===== config.mk =====
export PLATFORM = sky130hd
export DESIGN_NAME = multihart_bus_arbiter
export DESIGN_NICKNAME = d
export VERILOG_FILES = /design/src/rtl/multihart_bus_arbiter.sv
export SDC_FILE = /design/constraint.sdc
export NUM_CORES = 1
export LEC_CHECK = 0
export CAP_MARGIN = 20
export CORE_ASPECT_RATIO = 0.7
export CORE_MARGIN = 8
export CORE_UTILIZATION = 36
export DETAILED_ROUTE_END_ITERATION = 7
export GPL_ROUTABILITY_DRIVEN = 1
export PLACE_DENSITY = 0.92
export SYNTH_ARGS = -nofsm -noshare
export SYNTH_HDL_FRONTEND = slang
export SYNTH_SLANG_ARGS = --single-unit

===== constraint.sdc =====
create_clock -name CLK -period 3.4 [get_ports CLK]
set_clock_uncertainty 0.1 [all_clocks]
set_input_delay 0.34 -clock CLK [delete_from_list [all_inputs] [get_ports CLK]]
set_output_delay 0.34 -clock CLK [all_outputs]
set_load 0.01 [all_outputs]

===== src/rtl/multihart_bus_arbiter.sv =====
// Round-robin merge of NUM_HARTS generic-bus requester ports onto one downstream bus.
// The winning request is captured at grant and held on the bus until it completes.
module multihart_bus_arbiter #(
    parameter  int NUM_HARTS = 2,
    parameter  int ADDR_W    = 32,
    parameter  int DATA_W    = 32,
    localparam int BE_W      = DATA_W / 8,
    localparam int ID_W      = (NUM_HARTS > 1) ? $clog2(NUM_HARTS) : 1
) (
    input  logic                      CLK,
    input  logic                      nRST,
    input  logic [NUM_HARTS-1:0]      req_ren,
    input  logic [NUM_HARTS-1:0]      req_wen,
    input  logic [NUM_HARTS*ADDR_W-1:0] req_addr,
    input  logic [NUM_HARTS*DATA_W-1:0] req_wdata,
    input  logic [NUM_HARTS*BE_W-1:0] req_byte_en,
    output logic [NUM_HARTS-1:0]      req_busy,
    output logic [NUM_HARTS-1:0]      req_error,
    output logic [DATA_W-1:0]         req_rdata,
    output logic                      bus_ren,
    output logic                      bus_wen,
    output logic [ADDR_W-1:0]         bus_addr,
    output logic [DATA_W-1:0]         bus_wdata,
    output logic [BE_W-1:0]           bus_byte_en,
    input  logic                      bus_busy,
    input  logic                      bus_error,
    input  logic [DATA_W-1:0]         bus_rdata,
    output logic                      grant_valid,
    output logic [ID_W-1:0]           grant_id
);

    typedef enum logic {
        IDLE  = 1'b0,
        GRANT = 1'b1
    } state_t;

    state_t                state;
    state_t                next_state;
    logic [ID_W-1:0]       rr_ptr;
    logic [ID_W-1:0]       next_ptr;
    logic [NUM_HARTS-1:0]  requesting;
    logic                  found;
    logic [ID_W-1:0]       pick;
    logic                  pick_ren;
    logic                  pick_wen;
    logic [ADDR_W-1:0]     pick_addr;
    logic [DATA_W-1:0]     pick_wdata;
    logic [BE_W-1:0]       pick_be;
    logic                  done;

    assign requesting  = req_ren | req_wen;
    assign done        = (state == GRANT) && !bus_busy;
    assign grant_valid = (state == GRANT);
    assign req_rdata   = bus_rdata;

    // Walk the harts starting at rr_ptr, wrapping once; the first requester wins.
    always_comb begin : arbitrate
        int              idx;
        logic [ID_W-1:0] idx_s;
        idx        = 0;
        idx_s      = '0;
        found      = 1'b0;
        pick       = '0;
        pick_ren   = 1'b0;
        pick_wen   = 1'b0;
        pick_addr  = '0;
        pick_wdata = '0;
        pick_be    = '0;
        for (int k = 0; k < NUM_HARTS; k++) begin
            idx = int'(rr_ptr) + k;
            if (idx >= NUM_HARTS) begin
                idx = idx - NUM_HARTS;
            end
            idx_s = idx[ID_W-1:0];
            if (!found && requesting[idx_s]) begin
                found      = 1'b1;
                pick       = idx_s;
                pick_ren   = req_ren[idx_s];
                pick_wen   = req_wen[idx_s];
                pick_addr  = req_addr[idx*ADDR_W +: ADDR_W];
                pick_wdata = req_wdata[idx*DATA_W +: DATA_W];
                pick_be    = req_byte_en[idx*BE_W +: BE_W];
            end
        end
    end

    always_comb begin
        next_ptr = grant_id + 1'b1;
        if (int'(grant_id) + 1 >= NUM_HARTS) begin
            next_ptr = '0;
        end
    end

    always_comb begin
        next_state = state;
        case (state)
            IDLE:    if (found) next_state = GRANT;
            GRANT:   if (!bus_busy) next_state = IDLE;
            default: next_state = IDLE;
        endcase
    end

    // Only the granted hart ever sees busy drop, and only in its completion cycle.
    always_comb begin
        req_busy  = '1;
        req_error = '0;
        for (int i = 0; i < NUM_HARTS; i++) begin
            if (done && (grant_id == ID_W'(i))) begin
                req_busy[i]  = 1'b0;
                req_error[i] = bus_error;
            end
        end
    end

    always_ff @(posedge CLK) begin
        if (!nRST) begin
            state       <= IDLE;
            rr_ptr      <= '0;
            grant_id    <= '0;
            bus_ren     <= 1'b0;
            bus_wen     <= 1'b0;
            bus_addr    <= '0;
            bus_wdata   <= '0;
            bus_byte_en <= '0;
        end else begin
            state <= next_state;
            if ((state == IDLE) && found) begin
                grant_id    <= pick;
                bus_wen     <= pick_wen;
                bus_ren     <= pick_ren & ~pick_wen;
                bus_addr    <= pick_addr;
                bus_wdata   <= pick_wdata;
                bus_byte_en <= pick_be;
            end else if (done) begin
                bus_ren <= 1'b0;
                bus_wen <= 1'b0;
                rr_ptr  <= next_ptr;
            end
        end
    end

endmodule


==> metrics.md <==
| Metric | Value |
|---|---|
| Via density | about 5.1 |
| Min Tclk post-route | approximately 2400 ps |
| Count of final setup violators | 0 |
| Synth Net Count | about 630 |
| Critical path endpoint category | primary output |
| Layout area overhead | 61.6% |
| Most common library cell in the layout ignoring fill and taps | clkdlybuf4s50_1 |
| Routed WL per cell | 16.7 um |
| Fin nets | 789 |
| Yosys warning count | 0 |
| Mean Syn Cell Area | ~7.8 um^2 |
| CTS tree | built |
| Dominant cells by area after synthesis | dfxtp_1 42%, nand2_1 15%, a31oi_1 12%, o21ai_1 9.7%, buf_4 7.7% |
| Number of instances on the worst hold path | 3 |
| Distinct cell type count of the synthesized netlist | 29 |
| Die area | 0.0132 mm^2 |
| Slew at the pin closest to its max-slew limit | 726 ps |
| Die boundary height | a little under 100 um |
| Clock latency on the worst-skew pair | approximately 320 ps |
| Worst setup SP type | register |
| Global-route wire length before repair | between 15 and 20 mm |
| GRT Total Usage | 0.179 |
| Share of flip-flops with an asynchronous set or reset after synthesis | 0 |
| Number of slew-limit violations in the final report | 0 |
| Number of diodes | 0 |
| Worst VDD drop | between 200 and 250 uV |
| Length of the first detailed-routing pass in iterations | 4 |
| Number of clock sinks | 73 |
| Number of instances in the synthesized netlist | 450 |
| Number of H-tree branching levels | 3 |
| Number of post-CTS setup repair buffers | 0 |
| Buffer cell driving the clock tree root | clkbuf_16 |
| Via count | 3793 |
| Clock buffers created by TritonCTS | 9 |
| CTS max path bufs | 2 |
| Final weighted congestion in routability-driven placement | approximately 0.79 |
| Peak clock frequency supported by timing | approximately 410 MHz |
| Total standard cell area after synthesis | between 0.003 and 0.004 mm^2 |
| IO Count | approximately 280 |
| Maximum number of pins on one net before global-route repair | 139 |
| Worst Hold Class | input port to register |
| Standard-cell row count | 30 |
| Arrival time reported for the critical path endpoint | 1990 ps |
| Worst Reg2Reg Path Length in Cells | 5 |
| Power density of the placed cells | 457 mW/mm^2 |
| Run status | finished clean |
| Post-DP HPWL | between 9 and 10 mm |
| Number of enable flip-flop cells after synthesis | 0 |
| Share of the cycle needed by the critical path after routing | 0.716 |
| Commonest cells after routing, fill and taps aside | 218 x clkdlybuf4s50_1, 141 x nand2_1, 73 x dfxtp_1, 68 x o21ai_1, 68 x a31oi_1 |
| Leak pwr | 0.00217 uW |
| Quantity of gates resized following cts | 0 |
| Portion of the post-synthesis area used by sequential elements | 0.417 |
| Crit Path Class | register to primary output |
| Max-capacitance violation count | 0 |
| Primary flip-flop cell chosen by synthesis mapping | dfxtp_1 |
| Slew margin rel. | 0.516 |
| Initial DRC count | approximately 160 |
| Placeable core region | ~0.0096 mm^2 |
| Fraction of synthesized cell area taken by the top area cell type | 0.417 |
| Share of post-route cells with drive strength above 1 | 0.0405 |
| Largest area contributor in the synthesized netlist | dfxtp_1 |
| Worst endpoint required time | 2960 ps |
| RSZ-0062 raised after global routing | no |
| Total detailed-routing wirelength | roughly 12 mm |
| Initial core utilization | 0.367 |
| Total of hold buffers inserted after clock tree synthesis | 0 |
| Count of state elements after synthesis | 73 |
| Setup tns final | 0 ps |
| Horiz. Die Dim | 134 um |
| Final count of hold timing violations | 0 |
| Total overflow reported by the global router | 0 |
| Initial antenna violation count | 0 |
| Number of antenna-violating nets in the routed design | 0 |
| Max Fanout on Critical Path | 7 |
| Clock edge transition at the registers on the reported setup and hold paths | about 60 ps |
| DRC violations left | 0 |
| Via count of the first global-routing pass | 3862 |
| Total design power | roughly 2600 uW |
| Total of buffers placed on input and output ports | around 220 |
cells by family (layout without fill, tap and decap cells):
family,count (synthesis),count (layout),share of synthesized area
flip-flops,73,73,0.417
buffers and inverters,72,240,0.152
AO/OA/AOI/OAI,151,151,0.253
AND/OR/NAND/NOR,154,154,0.179
layout make-up:
cell class,instances,area (um^2)
clock buffer,11,233
clock inverter,5,56.3
fill,794,3900
inverter,2,7.51
multi-input combinational,305,1520
sequential,73,1460
tap,128,160
timing repair buffer,222,2230
flip-flops by register name, summed over array words and instances, names as in the netlist:
| name | flops |
|---|---|
| bus_byte_en | 4 |
| rr_ptr | 1 |
| bus_wen | 1 |
| grant_valid | 1 |
| grant_id | 1 |
| bus_addr | 32 |
| bus_ren | 1 |
| bus_wdata | 32 |
metal layers:
layer	up-vias	share of wire	GRT usage
met4	0	0.016	0.0662
met1	1735	0.40	0.184
met3	25	0.098	0.0818
li1	1854	-	-
met5	-	0	0
met2	179	0.49	0.315
critical path: stages (launching register included):
cell and delay [ps]:
dfxtp_1 470, inv_1 120, nor2_1 340, and3_1 200, clkdlybuf4s50_1 530
stage by stage:
stage	std cells	util	area (um^2)	hold slack, ps	worst slack (ps)
after floorplan	450	-	3510	393	1860
after global placement	729	0.560	5360	392	1120
after detailed placement	729	0.560	5360	411	1030
after CTS	745	0.590	5650	421	941
after global routing	746	0.592	5670	369	797
final	746	0.592	5670	367	967
worst paths after layout:
| path | startpoint | to | slack, ps |
|---|---|---|---|
| worst min register to register | bus_addr[19] | bus_addr[19] | 420 |
| worst max-delay path | grant_valid | req_error[1] | 970 |
| worst min-delay path | nRST | bus_addr[19] | 370 |
| worst max register to register | rr_ptr | bus_byte_en[3] | 1500 |
synthesized netlist by cell type (2+ instances only):
| library cell | number |
|---|---|
| nand2_1 | 141 |
| dfxtp_1 | 73 |
| a31oi_1 | 68 |
| o21ai_1 | 68 |
| buf_4 | 36 |
| buf_6 | 15 |
| buf_2 | 11 |
| clkbuf_1 | 8 |
| a21oi_1 | 4 |
| nor2_1 | 3 |
| o21ai_0 | 3 |
| inv_1 | 2 |
| nand2b_1 | 2 |
power by group:
part / internal [uW] / switching (uW) / leakage (uW)
Combinational: 376 / 295 / 0.00142
Sequential: 945 / 52.8 / 0.000607
Clock: 567 / 352 / 0.000139
No activity file was read; power rests on OpenSTA's default activity.
